### config.mk
export PLATFORM = sky130hd
export DESIGN_NAME = fetch_stage
export DESIGN_NICKNAME = d
export VERILOG_FILES = /design/src/rtl/cpu_types_pkg.sv /design/src/rtl/fetch_perf_counters.sv /design/src/rtl/fetch_stage.sv
export SDC_FILE = /design/constraint.sdc
export NUM_CORES = 1
export LEC_CHECK = 0
export BUFFER_PORTS_ARGS = -buffer_cell sky130_fd_sc_hd__buf_2
export CAP_MARGIN = 0
export CORE_MARGIN = 3
export CORE_UTILIZATION = 45
export DETAILED_ROUTE_END_ITERATION = 12
export GPL_TIMING_DRIVEN = 1
export HOLD_SLACK_MARGIN = 0.05
export PLACE_DENSITY = 0.77
export SLEW_MARGIN = 20
export SYNTH_ARGS = -nofsm -noshare
export SYNTH_HDL_FRONTEND = slang
export SYNTH_SLANG_ARGS = --single-unit
### constraint.sdc
create_clock -name CLK -period 1.9 [get_ports CLK]
set_input_delay 0.285 -clock CLK [delete_from_list [all_inputs] [get_ports CLK]]
set_output_delay 0.285 -clock CLK [all_outputs]
set_load 0.02 [all_outputs]
### src/rtl/cpu_types_pkg.sv
// Shared types for the CPU pipeline: word type, fetch FSM states and the
// sequential PC increment used by the instruction-fetch stage.
package cpu_types_pkg;

  typedef logic [31:0] word_t;

  typedef enum logic [1:0] {
    RUN    = 2'd0,
    PEND   = 2'd1,
    HALTED = 2'd2
  } fetch_state_t;

  localparam word_t PC_STEP = 32'd4;

  // Instruction addresses are word aligned; drop the two byte-offset bits.
  function automatic word_t word_align(input word_t addr);
    return addr & ~32'd3;
  endfunction

endpackage

### src/rtl/fetch_perf_counters.sv
// Fetch-stage performance counters: instructions delivered to IF/ID and
// cycles spent requesting without delivering. Only instantiated when
// FETCH_PERF_EN is defined.
module fetch_perf_counters
  import cpu_types_pkg::*;
(
  input  logic  CLK,
  input  logic  nRST,
  input  logic  fetch_inc,
  input  logic  stall_inc,
  output word_t fetch_count,
  output word_t fetch_stall_count
);

  word_t fetch_count_q, fetch_count_d;
  word_t stall_count_q, stall_count_d;

  // Next counter values; both wrap silently at 2^32.
  always_comb begin
    fetch_count_d = fetch_count_q;
    stall_count_d = stall_count_q;
    if (fetch_inc) begin
      fetch_count_d = fetch_count_q + 32'd1;
    end else begin
      fetch_count_d = fetch_count_q;
    end
    if (stall_inc) begin
      stall_count_d = stall_count_q + 32'd1;
    end else begin
      stall_count_d = stall_count_q;
    end
  end

  // Counter registers with asynchronous clear.
  always_ff @(posedge CLK or negedge nRST) begin
    if (!nRST) begin
      fetch_count_q <= 32'd0;
      stall_count_q <= 32'd0;
    end else begin
      fetch_count_q <= fetch_count_d;
      stall_count_q <= stall_count_d;
    end
  end

  assign fetch_count       = fetch_count_q;
  assign fetch_stall_count = stall_count_q;

endmodule

### src/rtl/fetch_stage.sv
// Instruction-fetch stage: owns the PC, drives the imem request/ihit
// handshake, absorbs branch/jump redirects (including those arriving while
// an access is still outstanding) and produces the IF/ID load/squash strobes.
// Optional feature macro: FETCH_PERF_EN adds fetch_count/fetch_stall_count.
module fetch_stage
  import cpu_types_pkg::word_t;
  import cpu_types_pkg::fetch_state_t;
  import cpu_types_pkg::RUN;
  import cpu_types_pkg::PEND;
  import cpu_types_pkg::HALTED;
  import cpu_types_pkg::word_align;
#(
  parameter word_t PC0     = 32'h0000_0000,
  parameter word_t PC_STEP = 32'd4
) (
  input  logic        CLK,
  input  logic        nRST,
  input  logic        ihit,
  input  logic [31:0] imemload,
  output logic        imemREN,
  output logic [31:0] imemaddr,
  input  logic        stall,
  input  logic        redirect_valid,
  input  logic [31:0] redirect_pc,
  input  logic        halt,
  output logic [31:0] iload,
  output logic [31:0] npc_in,
  output logic        ifid_enable,
  output logic        ifid_flush
`ifdef FETCH_PERF_EN
  ,
  output logic [31:0] fetch_count,
  output logic [31:0] fetch_stall_count
`endif
);

  fetch_state_t state_q, state_d;
  word_t        pc_q, pc_d;
  word_t        tgt_q, tgt_d;
  word_t        redirect_aligned;

  assign redirect_aligned = word_align(redirect_pc);

  // Next-state, PC/target update and IF/ID strobes. Priority each cycle is
  // halt > redirect > stall > sequential. While an access is outstanding the
  // address must not move, so a redirect without ihit parks its target.
  always_comb begin
    state_d     = state_q;
    pc_d        = pc_q;
    tgt_d       = tgt_q;
    ifid_enable = 1'b0;
    ifid_flush  = 1'b0;
    case (state_q)
      RUN: begin
        if (halt) begin
          ifid_flush = 1'b1;
          state_d    = HALTED;
        end else if (redirect_valid) begin
          ifid_flush = 1'b1;
          if (ihit) begin
            pc_d = redirect_aligned;
          end else begin
            tgt_d   = redirect_aligned;
            state_d = PEND;
          end
        end else if (ihit && !stall) begin
          ifid_enable = 1'b1;
          pc_d        = pc_q + PC_STEP;
        end else begin
          pc_d = pc_q;
        end
      end
      PEND: begin
        // The word returned for the stale address is never loaded.
        if (halt) begin
          ifid_flush = 1'b1;
          state_d    = HALTED;
        end else if (redirect_valid) begin
          ifid_flush = 1'b1;
          if (ihit) begin
            pc_d    = redirect_aligned;
            state_d = RUN;
          end else begin
            tgt_d = redirect_aligned;
          end
        end else if (ihit) begin
          pc_d    = tgt_q;
          state_d = RUN;
        end else begin
          pc_d = pc_q;
        end
      end
      HALTED: begin
        state_d = HALTED;
      end
      default: begin
        state_d = RUN;
        pc_d    = PC0;
        tgt_d   = 32'd0;
      end
    endcase
  end

  // State, PC and parked-target registers; reset abandons any access.
  always_ff @(posedge CLK or negedge nRST) begin
    if (!nRST) begin
      state_q <= RUN;
      pc_q    <= PC0;
      tgt_q   <= 32'd0;
    end else begin
      state_q <= state_d;
      pc_q    <= pc_d;
      tgt_q   <= tgt_d;
    end
  end

  assign imemREN  = (state_q != HALTED);
  assign imemaddr = pc_q;
  assign iload    = imemload;
  assign npc_in   = pc_q + PC_STEP;

`ifdef FETCH_PERF_EN
  fetch_perf_counters u_perf (
    .CLK               (CLK),
    .nRST              (nRST),
    .fetch_inc         (ifid_enable),
    .stall_inc         (imemREN && !ifid_enable),
    .fetch_count       (fetch_count),
    .fetch_stall_count (fetch_stall_count)
  );
`endif

endmodule

======== Word-level counts from Yosys, hierarchy flattened ========
Index checks and enable logic that the tools add are counted.
operators by class
  $add $sub $neg .......................... 1
  equality and inequality tests ........... 13
  mux-type cells .......................... 25
  bitwise gates (word level) .............. 1
  reductions and logical operators ........ 7
operator list
  operator                                                                count
  32-bit 2-to-1 mux                                                       10
  32-bit one-hot mux with 3 select lines                                  1
  32-bit one-hot mux with 2 select lines                                  1
  32-bit by 3-bit adder with 32-bit output (second input constant)        1
  3-bit != test (second input constant)                                   5
  2-bit 2-to-1 mux                                                        5
  2-bit != test (second input constant)                                   5
  1-bit 2-to-1 mux                                                        7
  2-bit one-hot mux with 3 select lines                                   1
  5-bit AND reduction                                                     1
  4-bit AND reduction                                                     1
  3-bit AND reduction                                                     1
  2-bit by 1-bit equality test with 1-bit output (second input constant)  1
  2-bit equality test (second input constant)                             1
  2-bit zero test                                                         1
  2-bit by 1-bit != test with 1-bit output (second input constant)        1
  2-bit OR reduction                                                      1
  1-bit logical AND                                                       1
  1-bit zero test                                                         1
  1-bit inverter                                                          1
word-level totals
  bits in registers ....................... 66
  bits of input ports ..................... 70
  output and inout bits ................... 99

======== Longest topological paths before layout ========
Gate-level depths: netlist (run 1).
  depth in word-level cells ............... 6
  depth in mapped cells ................... 8
  gate-level depth less buffers ........... 6

======== Worst setup path before layout (run 1) ========
No wires, ideal clock.
  path type ............................... reg2out
  start ................................... reg pc_q[2] (netlist: imemaddr[2])
  end ..................................... out npc_in[26]
  arrival ................................. 1,954 ps
  slack ................................... -339 ps
  cell stages (with the launch flop) ...... 6
  path buffers ............................ 0
  path through ............................ dfrtp_1 > ha_1 > nand4_1 > nor4_4 > nand4_1 > xnor2_1
between the ends
  cells in the longest elaborated chain, start to end .. 1
RTL lines
  element                                   line                text
  start: declaration                        fetch_stage.sv:38   word_t pc_q, pc_d;
  start signal: assignment                  fetch_stage.sv:112  pc_q <= pc_d;
  32-bit by 3-bit adder with 32-bit output  fetch_stage.sv:120  assign npc_in = pc_q + PC_STEP;
  end: declaration                          fetch_stage.sv:27   output logic [31:0] npc_in,
No other way between the ends.

======== Final worst setup path (run 1) ========
  start ................................... reg pc_q[8] (netlist: imemaddr[8])
  end ..................................... out npc_in[28]
Same word-level chain as after synthesis.

==> metrics.log, run 1 <==
[metrics] worst slew slack as a fraction of its limit: 0.549
[metrics] destination of the critical timing path: npc_in[28]
[metrics] peak ir drop on the vdd network: 0.868 mV
[metrics] RSZ-0062 raised after global routing: yes
[metrics] Netlist Area Pre-Place: ~4500 um^2
[metrics] leakage component of the power: 0.00343 uW
[metrics] terminus of the critical flop-to-flop path: imemaddr[30]
[metrics] Synth Flop Type: sky130_fd_sc_hd__dfrtp_1
[metrics] synthesized instance count: 529
[metrics] post-route cell area: 7060 um^2
[metrics] kind of critical path: reg2out
[metrics] Worst setup EP type: primary output
[metrics] Inserted Clock Buffers: 9
[metrics] largest fanout on the critical path: 7
[metrics] residual DRC count: 0
[metrics] crit path launch type: register
[metrics] global-route wire length before repair: 28.4 mm
[metrics] number of enable-type register cells in the synthesized netlist: 0
[metrics] Vias: approximately 6000
[metrics] violated checks: setup timing
[metrics] total routing usage reported by global routing: 0.318
[metrics] length of the first detailed-routing pass in iterations: 8
[metrics] per-cell routed wire length: 27.2 um
[metrics] hold depth: 3
[metrics] CP max stage cell: sky130_fd_sc_hd__nor4_4
[metrics] Slew Limit Fails: 0
[metrics] clock transition at the registers of the reported paths: 80 ps
[metrics] share of final-layout standard cells stronger than drive strength 1: 0.541
[metrics] most frequent standard cell in the layout excluding fill and tap cells: sky130_fd_sc_hd__buf_4
[metrics] delay of the slowest cell on the worst path: 530 ps
[metrics] series of cell instances along the critical path: nand3_4, nor4_4, buf_6, nand4_1, xnor2_2, buf_4
[metrics] n_diodes: 0
[metrics] number of synthesis warnings: 0
[metrics] synthesized area per cell: 8.49 um^2
[metrics] number of nets in the layout: 782
[metrics] achievable frequency: 0.373 GHz
[metrics] number of antenna violations at the first check in global routing: 1
[metrics] CTS tree: done
[metrics] standard-cell row count: 35
[metrics] buffers plus inverters on the worst setup path: 2
[metrics] arrival time of data at the critical path endpoint: approximately 2400 ps
[metrics] Critical Path Stages: 6
[metrics] master cell of the clock root buffer: sky130_fd_sc_hd__clkbuf_8
[metrics] Req. time, crit path: 1620 ps
[metrics] shortest clock period the worst path allows after layout: 2680 ps
[metrics] minimum setup slack among reg-to-reg paths: -410 ps
[metrics] number of clock sinks seen by CTS: 64
[metrics] result of the run: finished with violations
[metrics] post-route fraction of the period consumed by the critical path: 1.41
[metrics] total congestion overflow: 0
[metrics] r2r startpoint: imemaddr[8]
[metrics] synth unique cells: 62
[metrics] most used cells in the layout excluding fill and tap cells: sky130_fd_sc_hd__buf_4 (118), sky130_fd_sc_hd__nand2_1 (73), sky130_fd_sc_hd__buf_2 (73)
[metrics] count of endpoints failing setup in the final report: 66
[metrics] remaining number of nets flagged by the antenna check after routing: 0
[metrics] minimum hold slack: 186 ps
[metrics] CTS H-tree depth: 3
[metrics] worst min-delay path class: in2reg
[metrics] number of cells in the finished layout apart from fillers: 845
[metrics] clock network latency to the later pin of the worst-skew pair: 360 ps
[metrics] power density cells: 1260 nW/um^2
[metrics] Clock Tree Buf Depth: 2
[metrics] pin count of the biggest net entering global routing: 41
[metrics] area overhead of the layout relative to synthesis: 57.2%
[metrics] Die X: 106 um
[metrics] Worst Reg-to-Reg Cells: 8
[metrics] overall die area: 11200 um^2
[metrics] family with the most delay on the worst path: simple AND/OR/NAND/NOR gates
[metrics] CP startpoint: imemaddr[8]
[metrics] number of primary I/O pins: 169
[metrics] RD Place Congestion: 0.923
[metrics] initial core utilization: 0.475
[metrics] net count after synthesis: 600
[metrics] Chip Height: 106 um
[metrics] flip-flop and latch count after synthesis: 64
[metrics] count of maximum capacitance violations: 0
[metrics] total negative slack: -16470 ps
[metrics] DP HPWL: 11.0 mm
[metrics] Filler Cells Inserted: roughly 540
[metrics] total placed instance area: 5600 um^2
[metrics] portion of the post-synthesis area used by sequential elements: 0.357
[metrics] initial DRC count: 1064
[metrics] post-detailed-route via-to-cell ratio: 7.15
[metrics] final hold violation count: 0
[metrics] least setup slack across all paths after layout: -784 ps
[metrics] skew final: 13.2 ps
[metrics] number of global-route vias before repair: 5296
[metrics] post-route core utilization: 0.746
[metrics] Core Box Area: 9460 um^2
[metrics] number of input and output port buffers inserted: 102
[metrics] Placed Cells incl. Taps: 773
[metrics] fraction of registers with async set/reset: 1.00
[metrics] Least-Margin Pin Slew: 675 ps
[metrics] Total Wirelength: around 23 mm
-- synth_stat cells, drive strengths merged (8+ instances only) --
cell | n | area [um^2]
nor3 | 15 | 80.1
nand2b | 8 | 50.1
inv | 11 | 41.3
dfrtp | 64 | 1600
o21ai | 20 | 100
buf | 46 | 309
o311ai | 8 | 70.1
nand4 | 39 | 265
mux2i | 9 | 90.1
mux2 | 12 | 135
nor2 | 22 | 82.6
nand2 | 79 | 297
a21oi | 15 | 75.1
xnor2 | 18 | 158
a22oi | 15 | 113
and3 | 10 | 67.6
nand3 | 20 | 105
xor2 | 10 | 87.6
clkbuf | 28 | 105
-- flip-flops by register name (all words and copies together) (netlist names) --
signal    count
imemaddr     32
state_q       2
tgt_q        30
-- layout make-up --
| cell class | count | area, um^2 | share of cell area |
|---|---|---|---|
| Multi-Input combinational cell | 380 | 3110 | 0.441 |
| Sequential cell | 64 | 1620 | 0.230 |
| Timing Repair Buffer | 245 | 1930 | 0.274 |
| Clock buffer | 10 | 128 | 0.0181 |
| Clock inverter | 6 | 60.1 | 0.00851 |
| Inverter | 11 | 45.0 | 0.00638 |
| Tap cell | 129 | 161 | 0.0229 |
-- cell families after synthesis --
logic type,count (synthesis),synth area share
buf+inv,85,0.101
simple gates,219,0.254
mux,21,0.0502
fa+ha+maj,1,0.00279
xor+xnor,28,0.0546
flops,64,0.357
compound gates,111,0.180
-- worst register-to-register path: cells and delay by family (launching register included) --
family | cells | cell delay, ps
compound gates | 1 | 90
simple gates | 4 | 1060
flops | 1 | 440
buf+inv | 3 | 590
-- stage by stage --
step / setup WS [ps] / power, uW
final: -784 / 8890
after global routing: -761 / 9090
after CTS: -324 / 7600
after detailed placement: -309 / 5890
after global placement: -198 / 5790
after floorplan: -204 / 4370
-- routing by layer --
| metal | global-route usage | wire length, um |
|---|---|---|
| met1 | 0.400 | 7590 |
| met2 | 0.501 | 9820 |
| met3 | 0.0680 | 3490 |
| met5 | 0 | 0 |
| met4 | 0.188 | 2090 |
-- how the worst min path moves through the flow --
stage,from,to,slack (ps)
detailed placement,nRST,tgt_q[13],120
finish,redirect_pc[24],tgt_q[24],190
global route,redirect_pc[4],tgt_q[4],210
CTS,halt,state_q[0],180
floorplan,nRST,imemaddr[0],-10
global placement,nRST,tgt_q[7],120
-- power breakdown --
group	internal (uW)	switching, uW
Clock	600	610
Combinational	2310	3180
Sequential	1770	423
Total	4680	4210
-- timing repair --
action                                  CTS  global route
cloned                                    0             1
hold endpoints to repair                 64             0
buffers inserted                         39            36
endpoints found under the setup margin   49            71
hold buffers                              1             0
resized for setup                        90           106
pin swaps                                27            51
(Power assumes the default switching activity.)
==> run 2: changes to the inputs <==
- ABC_AREA: default -> 1
- CORE_UTILIZATION: 45 -> 46
- PLACE_DENSITY: 0.77 -> 0.78
==> metrics.log, run 2 <==
[metrics] number of nets in the layout: 890 (was 782)
[metrics] clock network latency to the later pin of the worst-skew pair: 350 ps (was 360 ps)
[metrics] clock transition at the registers of the reported paths: 90 ps (was 80 ps)
[metrics] net switching power of the design: 5080 uW (was 4210 uW)
[metrics] fraction of registers with async set/reset: 1.00 (unchanged)
[metrics] proportion of total power due to net switching: 0.495 (was 0.474)
[metrics] skew final: 18.2 ps (was 13.2 ps)
[metrics] internal power contribution: 5180 uW (was 4680 uW)
[metrics] Slew Limit Fails: 0 (unchanged)
[metrics] number of antenna violations at the first check in global routing: 0 (was 1)
[metrics] Post-synth top cells: sky130_fd_sc_hd__nand2_1 (216), sky130_fd_sc_hd__nor2_1 (82), sky130_fd_sc_hd__dfrtp_1 (64), sky130_fd_sc_hd__o21ai_0 (60), sky130_fd_sc_hd__a21oi_1 (56) (was sky130_fd_sc_hd__nand2_1 (79), sky130_fd_sc_hd__dfrtp_1 (64), sky130_fd_sc_hd__nand4_1 (37), sky130_fd_sc_hd__buf_4 (34), sky130_fd_sc_hd__clkbuf_1 (28))
[metrics] DP HPWL: 10.3 mm (was 11.0 mm)
[metrics] number of synthesis warnings: 0 (unchanged)
[metrics] Reg area: 1610 um^2 (was 1620 um^2)
[metrics] count of endpoints failing setup in the final report: 28 (was 66)
[metrics] Placed Cells incl. Taps: 923 (was 773)
[metrics] violated checks: setup timing (unchanged)
[metrics] Sequential Power Share: 0.239 (was 0.247)
[metrics] synth top area cells: sky130_fd_sc_hd__dfrtp_1 (34%), sky130_fd_sc_hd__nand2_1 (17%), sky130_fd_sc_hd__nor2_1 (6.6%) (was sky130_fd_sc_hd__dfrtp_1 (36%), sky130_fd_sc_hd__nand2_1 (6.6%), sky130_fd_sc_hd__buf_4 (5.7%))
[metrics] most frequent standard cell in the layout excluding fill and tap cells: sky130_fd_sc_hd__nand2_1 (was sky130_fd_sc_hd__buf_4)
[metrics] overall die area: 11400 um^2 (was 11200 um^2)
[metrics] final hold violation count: 0 (unchanged)
[metrics] cell with the most instances after synthesis: sky130_fd_sc_hd__nand2_1 (unchanged)
[metrics] post-synth top area share: 0.341 (was 0.357)
[metrics] Total Wirelength: 15.4 mm (was 23.0 mm)
[metrics] clock group share of total power: 0.138 (was 0.136)
[metrics] flip-flop and latch count after synthesis: 64 (unchanged)
[metrics] delay of the slowest cell on the worst path: 420 ps (was 530 ps)
[metrics] Filler Cells Inserted: 850 (was 543)
[metrics] Netlist Area Pre-Place: 4690 um^2 (was 4490 um^2)
[metrics] synth unique cells: 33 (was 62)
[metrics] Synth Flop Type: sky130_fd_sc_hd__dfrtp_1 (unchanged)
[metrics] max reg flops: 32 (unchanged)
[metrics] peak ir drop on the vdd network: 0.720 mV (was 0.868 mV)
[metrics] initial core utilization: 0.476 (was 0.475)
[metrics] result of the run: finished with violations (unchanged)
[metrics] number of clock sinks seen by CTS: 64 (unchanged)
[metrics] crit path launch type: register (unchanged)
[metrics] post-route cell area: 6090 um^2 (was 7060 um^2)
[metrics] net count after synthesis: 790 (was 600)
[metrics] remaining number of nets flagged by the antenna check after routing: 0 (unchanged)
[metrics] CTS tree: done (unchanged)
[metrics] shortest clock period the worst path allows after layout: 2140 ps (was 2680 ps)
[metrics] Inserted Clock Buffers: 9 (unchanged)
[metrics] Chip Height: 107 um (was 106 um)
[metrics] share of final-layout standard cells stronger than drive strength 1: 0.313 (was 0.541)
[metrics] kind of critical path: reg2out (unchanged)
[metrics] global-route wire length before repair: 24.2 mm (was 28.4 mm)
[metrics] Clock Tree Buf Depth: 2 (unchanged)
[metrics] leakage component of the power: 0.00304 uW (was 0.00343 uW)
[metrics] most used cells in the layout excluding fill and tap cells: sky130_fd_sc_hd__nand2_1 (194), sky130_fd_sc_hd__nor2_1 (78), sky130_fd_sc_hd__buf_2 (77) (was sky130_fd_sc_hd__buf_4 (118), sky130_fd_sc_hd__nand2_1 (73), sky130_fd_sc_hd__buf_2 (73))
[metrics] least setup slack across all paths after layout: -239 ps (was -784 ps)
[metrics] Worst setup EP type: primary output (unchanged)
[metrics] synthesized instance count: 719 (was 529)
[metrics] pin count of the biggest net entering global routing: 65 (was 41)
[metrics] CP max stage cell: sky130_fd_sc_hd__dfrtp_1 (was sky130_fd_sc_hd__nor4_4)
[metrics] Die X: 107 um (was 106 um)
[metrics] power density cells: 1690 nW/um^2 (was 1260 nW/um^2)
[metrics] number of enable-type register cells in the synthesized netlist: 0 (unchanged)
[metrics] RSZ-0062 raised after global routing: yes (unchanged)
[metrics] residual DRC count: 0 (unchanged)
[metrics] standard-cell row count: 36 (was 35)
[metrics] Vias: 5316 (was 6040)
[metrics] Least-Margin Pin Slew: 518 ps (was 675 ps)
[metrics] length of the first detailed-routing pass in iterations: 5 (was 8)
[metrics] number of input and output port buffers inserted: 102 (unchanged)
[metrics] area overhead of the layout relative to synthesis: 29.8% (was 57.2%)
[metrics] post-route fraction of the period consumed by the critical path: 1.13 (was 1.41)
[metrics] number of cells in the finished layout apart from fillers: 957 (was 845)
[metrics] master cell of the clock root buffer: sky130_fd_sc_hd__clkbuf_8 (unchanged)
[metrics] area of combinational cells with multiple inputs: 2710 um^2 (was 3110 um^2)
[metrics] Req. time, crit path: 1620 ps (about the same)
[metrics] post-detailed-route via-to-cell ratio: 5.55 (was 7.15)
[metrics] achievable frequency: 0.467 GHz (was 0.373 GHz)
[metrics] Core Box Area: 9860 um^2 (was 9460 um^2)
[metrics] worst slew slack as a fraction of its limit: 0.655 (was 0.549)
[metrics] cell taking the most area after synthesis: sky130_fd_sc_hd__dfrtp_1 (unchanged)
[metrics] count of maximum capacitance violations: 0 (unchanged)
[metrics] total congestion overflow: 0 (unchanged)
[metrics] arrival time of data at the critical path endpoint: 1850 ps (was 2400 ps)
[metrics] combinational group share of total power: 0.623 (was 0.617)
[metrics] worst min-delay path class: in2reg (unchanged)
[metrics] number of global-route vias before repair: 4932 (was 5296)
[metrics] largest fanout on the critical path: 5 (was 7)
[metrics] RD Place Congestion: 0.916 (was 0.923)
[metrics] total routing usage reported by global routing: 0.267 (was 0.318)
[metrics] synthesized area per cell: 6.52 um^2 (was 8.49 um^2)
[metrics] portion of the post-synthesis area used by sequential elements: 0.341 (was 0.357)
[metrics] number of primary I/O pins: 169 (unchanged)
[metrics] initial DRC count: 564 (was 1064)
[metrics] per-cell routed wire length: 16.0 um (was 27.2 um)
[metrics] n_diodes: 0 (unchanged)
[metrics] series of cell instances along the critical path: buf_6, nand2_4, nor2_4, nand2_4, nor2_4, xor2_2, buf_6 (was nand3_4, nor4_4, buf_6, nand4_1, xnor2_2, buf_4)
[metrics] CTS H-tree depth: 3 (unchanged)
[metrics] total placed instance area: 5290 um^2 (was 5600 um^2)
==> run 2: cell types whose count changed after synthesis, moves of 29 or more <==
cell                      delta
sky130_fd_sc_hd__inv_1      +42
sky130_fd_sc_hd__nor2_1     +60
sky130_fd_sc_hd__nand2_1   +137
sky130_fd_sc_hd__nand3_1    +29
sky130_fd_sc_hd__o21ai_0    +44
sky130_fd_sc_hd__nand4_1    -36
sky130_fd_sc_hd__a21oi_1    +41
==> run 2: path summary, 6_finish.rpt <==
path / from / endpoint / slack (ps) / depth (start not counted)
max reg2reg: imemaddr[3] / imemaddr[11] / 60 / 11
max: imemaddr[3] / npc_in[11] / -240 / 7
min reg2reg: tgt_q[14] / tgt_q[14] / 510 / 2
min in group asynchronous: nRST / tgt_q[22] / 480 / 3
max in group asynchronous: nRST / imemaddr[11] / 1090 / 3
min: halt / state_q[0] / 170 / 2
==> run 2: per-layer routing <==
| layer | track usage | routed length, um |
|---|---|---|
| met2 | 0.428 | 7260 |
| met1 | 0.344 | 5990 |
| met3 | 0.0530 | 1440 |
| met4 | 0.131 | 661 |
| met5 | 0 | 0 |
==> run 2: logic make-up (layout without fill, tap and decap cells) <==
family                     after synthesis  after routing  synth area share
xor gates and xnor gates                13             13            0.0259
DFF                                     64             64             0.341
AOI/OAI and AO/OA                      130            130             0.148
buffers and inverters                  130            235             0.138
and+or+nand+nor                        381            381             0.344
adders and majority gates                1              1           0.00267
==> run 2: power groups by stage <==
stage / logic (uW) / clock network, uW / registers (uW)
6_report: 6400 / 1410 / 2450
5_1_grt: 6910 / 1490 / 2520
2_1_floorplan: 3060 / 0 / 2810
3_3_place_gp: 5290 / 0 / 2400
4_1_cts: 5910 / 1420 / 2410
3_5_place_dp: 5340 / 0 / 2410
==> run 2: through the flow <==
stage	TNS [ps]	utilization	power (uW)	setup slack [ps]	hold WS, ps
floorplan	0	-	5870	24.3	-10.6
global placement	0	0.536	7690	53.7	330
detailed placement	0	0.536	7750	55.2	330
CTS	-3770	0.596	9740	-203	155
global route	-7020	0.617	10900	-318	167
finish	-4600	0.617	10300	-239	166
==> run 2: what timing repair did <==
action | in CTS | in global routing
endpoints found under the setup margin | 25 | 30
pin swaps | 20 | 24
setup buffers | 11 | 8
endpoints found under the hold margin | 64 | 0
gates resized for setup | 73 | 46
hold buffers | 1 | 0
==> run 2: layout make-up <==
| cell class | count | area share |
|---|---|---|
| Sequential cell | 64 | 0.264 |
| Clock inverter | 4 | 0.0123 |
| Multi-Input combinational cell | 525 | 0.445 |
| Inverter | 60 | 0.0382 |
| Clock buffer | 12 | 0.0271 |
| Tap cell | 133 | 0.0273 |
| Timing Repair Buffer | 159 | 0.185 |
==> run 2: critical path: cells and delay by family (launching register included) <==
| kind | cells | cell delay, ps |
|---|---|---|
| xor gates and xnor gates | 1 | 250 |
| buffers and inverters | 2 | 290 |
| DFF | 1 | 420 |
| and+or+nand+nor | 4 | 560 |
